File: config.mk
export PLATFORM = sky130hd
export DESIGN_NAME = bus_arbiter_rr
export DESIGN_NICKNAME = d
export VERILOG_FILES = /design/src/rtl/bus_arb_pkg.sv /design/src/rtl/bus_arbiter_rr_pick.sv /design/src/rtl/bus_arbiter_rr.sv
export SDC_FILE = /design/constraint.sdc
export NUM_CORES = 1
export LEC_CHECK = 0
export ABC_AREA = 1
export CAP_MARGIN = 0
export CORE_AREA = 2 2 176 126
export CTS_BUF_LIST = sky130_fd_sc_hd__clkbuf_4 sky130_fd_sc_hd__clkbuf_8
export CTS_CLUSTER_SIZE = 28
export DETAILED_ROUTE_END_ITERATION = 10
export DIE_AREA = 0 0 178 128
export PLACE_DENSITY_LB_ADDON = 0.1
export SYNTH_ARGS = -nofsm -noshare
export SYNTH_HDL_FRONTEND = slang
export SYNTH_SLANG_ARGS = --single-unit
File: constraint.sdc
create_clock -name clk -period 5.2 [get_ports clk]
set_clock_uncertainty 0.1 [all_clocks]
set_input_delay 1.04 -clock clk [delete_from_list [all_inputs] [get_ports clk]]
set_output_delay 1.04 -clock clk [all_outputs]
set_load 0.01 [all_outputs]
File: src/rtl/bus_arb_pkg.sv
// Shared definitions for the bus arbiter: FSM state encoding and index-width helper.
// Latency: none (types and constant functions only).
// Backpressure: not applicable.
package bus_arb_pkg;

    typedef enum logic [1:0] {
        ST_IDLE  = 2'd0,
        ST_ISSUE = 2'd1,
        ST_WAIT  = 2'd2,
        ST_DONE  = 2'd3
    } arb_state_t;

    // Width of a master index; never narrower than one bit.
    function automatic int idx_w(input int n);
        return (n > 1) ? $clog2(n) : 1;
    endfunction

endpackage

File: src/rtl/bus_arbiter_rr_pick.sv
// Rotating-priority encoder: first asserted request at or after start, wrapping.
// Latency: purely combinational.
// Backpressure: none; winner is 0 when no request is asserted.
module rr_pick
    import bus_arb_pkg::*;
#(
    parameter  int NUM_MST = 4,
    localparam int IDX_W   = idx_w(NUM_MST)
) (
    input  logic [NUM_MST-1:0] req,
    input  logic [IDX_W-1:0]   start,
    output logic [IDX_W-1:0]   winner
);

    int               pos;
    logic             found;
    logic [IDX_W-1:0] cand;

    // Walk the request vector from start, wrapping at NUM_MST; keep the first hit.
    always_comb begin
        winner = '0;
        found  = 1'b0;
        pos    = 0;
        cand   = '0;
        for (int k = 0; k < NUM_MST; k++) begin
            pos = int'(start) + k;
            if (pos >= NUM_MST) pos = pos - NUM_MST;
            cand = IDX_W'(pos);
            if (!found && req[cand]) begin
                winner = cand;
                found  = 1'b1;
            end
        end
    end

endmodule

File: src/rtl/bus_arbiter_rr.sv
// Multi-master to single memory port arbiter (round-robin or fixed priority); optional WAIT timeout via BUS_ARB_TIMEOUT_EN.
// Latency: request seen in IDLE -> ISSUE next cycle -> read_req/write_req pulse the cycle after; ack same cycle as completion.
// Backpressure: masters hold request levels until acked; one transaction outstanding, others wait in IDLE arbitration.
module bus_arbiter_rr
    import bus_arb_pkg::*;
#(
    parameter  int NUM_MST   = 4,
    parameter  int ADR_W     = 32,
    parameter  int PRIO_MODE = 0,
    parameter  int TMO_CYC   = 1023,
    localparam int IDX_W     = idx_w(NUM_MST)
) (
    input  logic                     clk,
    input  logic                     rst,
    input  logic [NUM_MST-1:0]       m_read_req,
    input  logic [NUM_MST-1:0]       m_write_req,
    input  logic [NUM_MST-1:0]       m_w,
    input  logic [NUM_MST-1:0]       m_hw,
    input  logic [NUM_MST*ADR_W-1:0] m_adr,
    input  logic [NUM_MST*32-1:0]    m_wdata,
    output logic                     read_req,
    output logic                     write_req,
    output logic                     read_w,
    output logic                     read_hw,
    output logic                     write_w,
    output logic                     write_hw,
    output logic [ADR_W-1:0]         read_adr,
    output logic [ADR_W-1:0]         write_adr,
    output logic [31:0]              write_data,
    input  logic                     read_valid,
    input  logic                     write_finish,
    output logic [NUM_MST-1:0]       m_read_valid,
    output logic [NUM_MST-1:0]       m_write_finish,
    output logic [IDX_W-1:0]         owner,
    output logic                     busy
`ifdef BUS_ARB_TIMEOUT_EN
    ,
    output logic                     tmo_err
`endif
);

    arb_state_t       state, state_nxt;
    logic [IDX_W-1:0] last_owner, rr_next, start_idx, winner;
    logic [NUM_MST-1:0] req_vec;
    logic             any_req, win_wr, cur_wr, cmpl_hit, tmo_hit, done_hit;
    logic [ADR_W-1:0] adr_arr  [NUM_MST];
    logic [31:0]      wdat_arr [NUM_MST];

    for (genvar g = 0; g < NUM_MST; g++) begin : g_unpack
        assign adr_arr[g]  = m_adr[g*ADR_W +: ADR_W];
        assign wdat_arr[g] = m_wdata[g*32 +: 32];
    end

    assign req_vec   = m_read_req | m_write_req;
    assign any_req   = |req_vec;
    // Write beats read when one master raises both.
    assign win_wr    = m_write_req[winner];
    assign rr_next   = (last_owner == IDX_W'(NUM_MST - 1)) ? '0 : last_owner + 1'b1;
    assign start_idx = (PRIO_MODE != 0) ? '0 : rr_next;

    rr_pick #(.NUM_MST(NUM_MST)) u_pick (
        .req    (req_vec),
        .start  (start_idx),
        .winner (winner)
    );

    // Only the completion type matching the owned command counts.
    assign cmpl_hit = cur_wr ? write_finish : read_valid;
    assign done_hit = (state == ST_WAIT) && (cmpl_hit || tmo_hit);
    assign busy     = (state != ST_IDLE);

`ifdef BUS_ARB_TIMEOUT_EN
    localparam int CNT_W = $clog2(TMO_CYC + 1);
    logic [CNT_W-1:0] wait_cnt;

    assign tmo_hit = (state == ST_WAIT) && !cmpl_hit && (wait_cnt == CNT_W'(TMO_CYC - 1));

    // Count cycles spent in WAIT; flag a sticky error when the limit forces completion.
    always_ff @(posedge clk) begin
        if (rst) begin
            wait_cnt <= '0;
            tmo_err  <= 1'b0;
        end else begin
            wait_cnt <= (state == ST_WAIT) ? wait_cnt + 1'b1 : '0;
            if (tmo_hit) tmo_err <= 1'b1;
        end
    end
`else
    // Never fires: WAIT is unbounded in this build.
    assign tmo_hit = (TMO_CYC < 0);
`endif

    // Route the completion pulse to the current owner only.
    always_comb begin
        m_read_valid   = '0;
        m_write_finish = '0;
        if (done_hit) begin
            if (cur_wr) m_write_finish[owner] = 1'b1;
            else        m_read_valid[owner]   = 1'b1;
        end
    end

    // Next-state decode for IDLE -> ISSUE -> WAIT -> DONE.
    always_comb begin
        state_nxt = state;
        case (state)
            ST_IDLE:  if (any_req) state_nxt = ST_ISSUE;
            ST_ISSUE: state_nxt = ST_WAIT;
            ST_WAIT:  if (done_hit) state_nxt = ST_DONE;
            ST_DONE:  state_nxt = ST_IDLE;
            default:  state_nxt = ST_IDLE;
        endcase
    end

    // State register, grant capture and single-cycle memory request pulses.
    always_ff @(posedge clk) begin
        if (rst) begin
            state      <= ST_IDLE;
            owner      <= '0;
            last_owner <= IDX_W'(NUM_MST - 1);
            cur_wr     <= 1'b0;
            read_req   <= 1'b0;
            write_req  <= 1'b0;
            read_w     <= 1'b0;
            read_hw    <= 1'b0;
            write_w    <= 1'b0;
            write_hw   <= 1'b0;
            read_adr   <= '0;
            write_adr  <= '0;
            write_data <= '0;
        end else begin
            state     <= state_nxt;
            read_req  <= (state == ST_ISSUE) && !cur_wr;
            write_req <= (state == ST_ISSUE) && cur_wr;
            if (state == ST_IDLE && any_req) begin
                owner      <= winner;
                last_owner <= winner;
                cur_wr     <= win_wr;
                if (win_wr) begin
                    write_adr  <= adr_arr[winner];
                    write_data <= wdat_arr[winner];
                    write_w    <= m_w[winner];
                    write_hw   <= m_hw[winner];
                end else begin
                    read_adr   <= adr_arr[winner];
                    read_w     <= m_w[winner];
                    read_hw    <= m_hw[winner];
                end
            end
        end
    end

endmodule
Yosys cells after proc, flatten, opt, wreduce, memory -nomap -nowiden
Index checks and enable logic that the tools add are counted.
- $add $sub $neg: 8
- $lt $le $gt $ge: 12
- equality and inequality tests: 6
- muxes and demuxes: 42
- bitwise gates (word level): 3
- reduce and logical (&&, ||, !) cells: 18
- operators by type and width (cell ; count):
    $bmux 32 s2 ; 2
    $mux 32 ; 4
    $mux 2 ; 11
    $lt 2x3->1 const B ; 6
    $mux 4 ; 4
    $bmux 1 s2 ; 7
    $ge 3x3->1 const B ; 4
    $mux 1 ; 12
    $logic_and 1x1->1 ; 8
    $pmux 2 s4 ; 1
    $sub 2x1->2 const B ; 4
    $add 2x2->3 const B ; 2
    $eq 2x2->1 const B ; 3
    $reduce_and 2->1 ; 3
    $logic_not 1->1 ; 4
    $ne 2x2->1 const B ; 2
    $or 4x4->4 ; 1
    $reduce_or 4->1 ; 1
    $add 2x1->3 const B ; 1
    $ge 2x3->1 const B ; 1
    $not 2->3 ; 1
    $add 2x1->2 const B ; 1
    $demux 1 s2 ; 1
    $eq 2x1->1 const B ; 1
    other kinds (4) ; 4
- flip-flop bits (word level): 109
- word-level logic and storage cells: 102

Logic depth before layout (Yosys ltp)
- depth after elaboration: 20
- mapped depth: 21
- gate-level depth less buffers: 18

Hierarchy
Synthesis repeated with hierarchy kept, for this count alone.
- cell total of the unflattened synthesis: 1382
- area total of the unflattened synthesis: 7561.0 µm²
- modules (own cells, without submodules) (module ; times used ; cells an instance ; area an instance (µm²) ; seq. area each (µm²)):
    bus_arbiter_rr ; 1 ; 1334 ; 7325.8 ; 2182.1
    rr_pick ; 1 ; 48 ; 235.2 ; 0.0

Least setup slack after synthesis
OpenSTA, ideal clock, no wires.
- path kind: input-to-reg
- start: in m_read_req[1]
- end: reg write_data[12]
- arrival: 2.554 ns
- required time: 4.987 ns
- path slack: 2.433 ns
- stages: 15
- buffers on the path: 3
- cells stage by stage: nor2_1 nand2_1 nand2_1 nand2_1 nand2_1 nand3_1 nand3_2 nand2_2 buf_4 buf_4 buf_2 o211ai_1 nand2_1 nor2_1 nor2_1
- cells in the longest elaborated chain, start to end: 17
- RTL lines (what ; line ; source):
    from (decl) ; bus_arbiter_rr.sv:15 ; input logic [NUM_MST-1:0] m_read_req,
    $or 4x4->4 * ; bus_arbiter_rr.sv:54 ; assign req_vec = m_read_req | m_write_req;
    $bmux 1 s2 ; bus_arbiter_rr_pick.sv:29 ; if (!found && req[cand]) begin
    $mux 1 (implied by the code) ; bus_arbiter_rr_pick.sv:29 ;
    $mux 1 ; bus_arbiter_rr_pick.sv:29 ;
    $logic_not 1->1 ; bus_arbiter_rr_pick.sv:29 ;
    $logic_and 1x1->1 ; bus_arbiter_rr_pick.sv:29 ;
    $mux 1 ; bus_arbiter_rr_pick.sv:29 ;
    $logic_not 1->1 ; bus_arbiter_rr_pick.sv:29 ;
    $logic_and 1x1->1 ; bus_arbiter_rr_pick.sv:29 ;
    $mux 1 ; bus_arbiter_rr_pick.sv:29 ;
    $logic_not 1->1 ; bus_arbiter_rr_pick.sv:29 ;
    $logic_and 1x1->1 ; bus_arbiter_rr_pick.sv:29 ;
    $mux 2 ; bus_arbiter_rr_pick.sv:29 ;
    $not 2->3 (implied by the code) ; bus_arbiter_rr.sv:141 ; write_data <= wdat_arr[winner];
    $bmux 32 s2 ; bus_arbiter_rr.sv:141 ;
    $mux 32 (implied by the code) (2 in series) ; bus_arbiter_rr.sv:141 ;
    to (signal assigned) ; bus_arbiter_rr.sv:141 ;
    to (decl) ; bus_arbiter_rr.sv:29 ; output logic [31:0] write_data,
Mark *: on every way between the ends. The rest lies on a longest branch, timed or not. The select of a mux whose other input is x is not followed.
A chain may end at the register's enable or synchronous reset.

Final worst setup path
Ends and elaborated chain as after synthesis.

==> metrics.md <==
| Metric | Value |
|---|---|
| Grt ovf | 0 |
| Required time of the critical path | 5370 ps |
| Critical path class | in -> reg |
| Worst vdd ir | 1.21 mV |
| CP Data Arrival Time | 4390 ps |
| Final period util | 0.812 |
| Status | finished, final reports clean |
| Vias in the first global route | 7,447 |
| Flop2flop setup slack | 1230 ps |
| Crit path depth | 16 |
| Final setup viols | 0 |
| Worst-path clk slew | 110 ps |
| Vias | 8,435 |
| Synth Cell Area | 7280 um^2 |
| CP Launch Type | input pin |
| Die area | 22,800 um^2 |
| TritonCTS sink count | 109 |
| Final worst slack | 980 ps |
| Number of non-filler instances in the completed layout | 1,905 |
| CP max-delay cell | buf_4 |
| Skew-Pair Late Insertion Delay | 380 ps |
| Routability cong. | 0.869 |
| Critical Path End | write_data[12] |
| Initial antenna violation count | 0 |
| Vias per cell | 4.43 |
| H-tree levels | 3 |
| Die H | 128 um |
| P_leak | 5.51 nW |
| Max Slew Vio Count | 0 |
| Yosys Warn Count | 0 |
| RR Startpoint | last_owner[0] |
| CP startpoint | m_read_req[1] |
| Overall global routing resource usage | 0.215 |
| # port buffers | 388 |
| CP delay by family, top | simple AND/OR/NAND/NOR gates |
| Final instance area | 11,400 um^2 |
| Core area | 21,200 um^2 |
| Fin nets | 1,898 |
| Final WL | 25,500 um |
| Drt wl/cell | 13.4 um |
| Most used cell, CP | nand2_1 |
| Final Hold Vio Count | 0 |
| RR Endpoint | write_data[12] |
| DRC viols | 0 |
| Placed Area | 11,200 um^2 |
| Seq/Total Area, Yosys | 0.300 |
| Ratio of cells with drive above 1 in the final layout | 0.0246 |
| Pwr/cell area | 729 nW/um^2 |
| Total CTS buffers | 9 |
| Most frequent cells in the layout | nand2_1 (394), clkdlybuf4s50_1 (388), inv_1 (229) |
| Buf/Inv on CP | 2 |
| Power, Total | 0.00833 W |
| TritonCTS clock tree | built |
| Worst slew pin tran | 1150 ps |
| Worst hold path class | reg -> reg |
| Worst path max stage delay | 760 ps |
| Post-place setup slack | 630 ps |
| Final period demand of the worst path | 4220 ps |
| Post-CTS Hold Buffers | 0 |
| Avg Synthesized Cell Area | 5.64 um^2 |
| Reg2Reg Depth | 17 |
| Placed wire-length estimate | 19,100 um |
| Crit path max fanout | 112 |
| Yosys cell types | 25 |
| TNS Setup | 0 ps |
| Worst-path cell chain | clkdlybuf4s50_1 > nor2_1 > nand2_1 > nand2_1 > nand2_1 > nand2_1 > nand4_2 > nand2_8 > nand2_1 > nand3_1 > nand2_1 > nand2_4 > buf_4 > nand2_1 > nand2_1 > nor2_1 |
| Cells after Synth | 1,291 |
| DR iter-0 viols | 516 |
| Post-CTS Setup Inserts | 0 |
| Initial Util | 0.343 |
| Worst setup EP type | flop |
| IO Pins | 389 |
| Detailed Routing Iterations Pass 1 | 6 |
| Synth Register Bits | 109 |
| Max cap viols | 0 |
| Most common cell after layout, fill and taps aside | nand2_1 |
| Diode count | 0 |
| Cts repair resizes | 0 |
| Largest net degree at the start of global routing | 246 |
| Rel. slew slack | 0.236 |
| Site Rows | 45 |
| RSZ-0062 raised after global routing | false |
| FMAX | 237 MHz |
| Root Driver | clkbuf_8 |
| Die width | 178 um |
| Dpl cells | 1,889 |
| Antenna Nets Post-Route | 0 |
| Max Buffers Root-to-Sink | 2 |
| Post-Synthesis Net Count | 1,571 |
| P&R area growth vs syn | 57.0% |
| First-pass GRT wire length | 38,900 um |
[metrics by stage]
stage	hold slack [ps]	util
after detailed placement	374	0.529
after global placement	365	0.529
final	397	0.539
after CTS	402	0.539
after global routing	422	0.539
after floorplan	338	-
[cell families (layout without fill, tap and decap cells)]
kind of cell / count (synthesis) / in the layout / synth area share
buffers and inverters: 314 / 646 / 0.177
adder cells (fa/ha/maj): 4 / 4 / 0.00687
AND/OR/NAND/NOR: 674 / 674 / 0.365
flip-flops: 109 / 109 / 0.300
AO/OA/AOI/OAI: 190 / 190 / 0.152
[how the worst min path moves through the flow]
stage	from	to	cells past startpoint
2_1_floorplan	last_owner[1]	last_owner[1]	2
3_3_place_gp	write_adr[12]	write_adr[12]	2
3_5_place_dp	write_adr[9]	write_adr[9]	2
4_1_cts	write_adr[12]	write_adr[12]	2
5_1_grt	write_adr[12]	write_adr[12]	2
6_report	write_adr[30]	write_adr[30]	2
[flip-flops by register name, summed over array words and instances, names as in the netlist, 2 cells and up]
signal / flops
write_adr: 32
last_owner: 2
read_adr: 32
state: 2
write_data: 32
owner: 2
[synthesized netlist by cell type]
library cell,n,area share
inv_1,230,0.12
nor4_1,1,0.00086
nor2_4,2,0.0031
dfxtp_1,109,0.30
nor3_1,2,0.0014
nor2_1,205,0.11
inv_2,4,0.0021
o211ai_1,58,0.060
o21ai_1,22,0.015
nand4_2,1,0.0017
a21oi_1,72,0.049
nand2_1,394,0.20
nand2_2,4,0.0034
clkbuf_1,27,0.014
buf_4,4,0.0041
buf_2,39,0.027
a221oi_1,1,0.0012
ha_1,4,0.0069
nand4_1,1,0.00086
o21ai_0,36,0.025
buf_1,4,0.0021
nand3_1,63,0.043
buf_6,6,0.0093
a32o_1,1,0.0014
nand3_2,1,0.0014
[power breakdown]
part	leakage (nW)	switching (W)	total (W)	internal (W)
registers	0.901	0.000151	0.00129	0.00114
logic	4.51	0.00415	0.00651	0.00236
clock network	0.103	0.000328	0.000530	0.000202
total	5.51	0.00463	0.00833	0.00370
[area by class of cell]
| cell class | instances | area [um^2] |
|---|---|---|
| fillers | 2143 | 9790 |
| clock inverters | 6 | 62.6 |
| repair buffers | 396 | 3970 |
| well taps | 282 | 353 |
| multi-input cells | 868 | 3850 |
| clock buffers | 10 | 138 |
| flip-flops and latches | 109 | 2180 |
| inverters | 234 | 880 |
[worst min-delay path: cells and delay by family (launching register included)]
kind | cells | cell delay (ps)
flip-flops | 1 | 350
AND/OR/NAND/NOR | 1 | 80
AO/OA/AOI/OAI | 1 | 40
[per-layer routing]
metal | wire length, um | vias to the layer above | global-route usage
li1 | - | 4572 | -
met1 | 11500 | 3589 | 0.277
met2 | 11800 | 257 | 0.363
met3 | 1880 | 17 | 0.0543
met4 | 286 | 0 | 0.0439
met5 | 0 | - | 0
No activity file was read; power rests on OpenSTA's default activity.
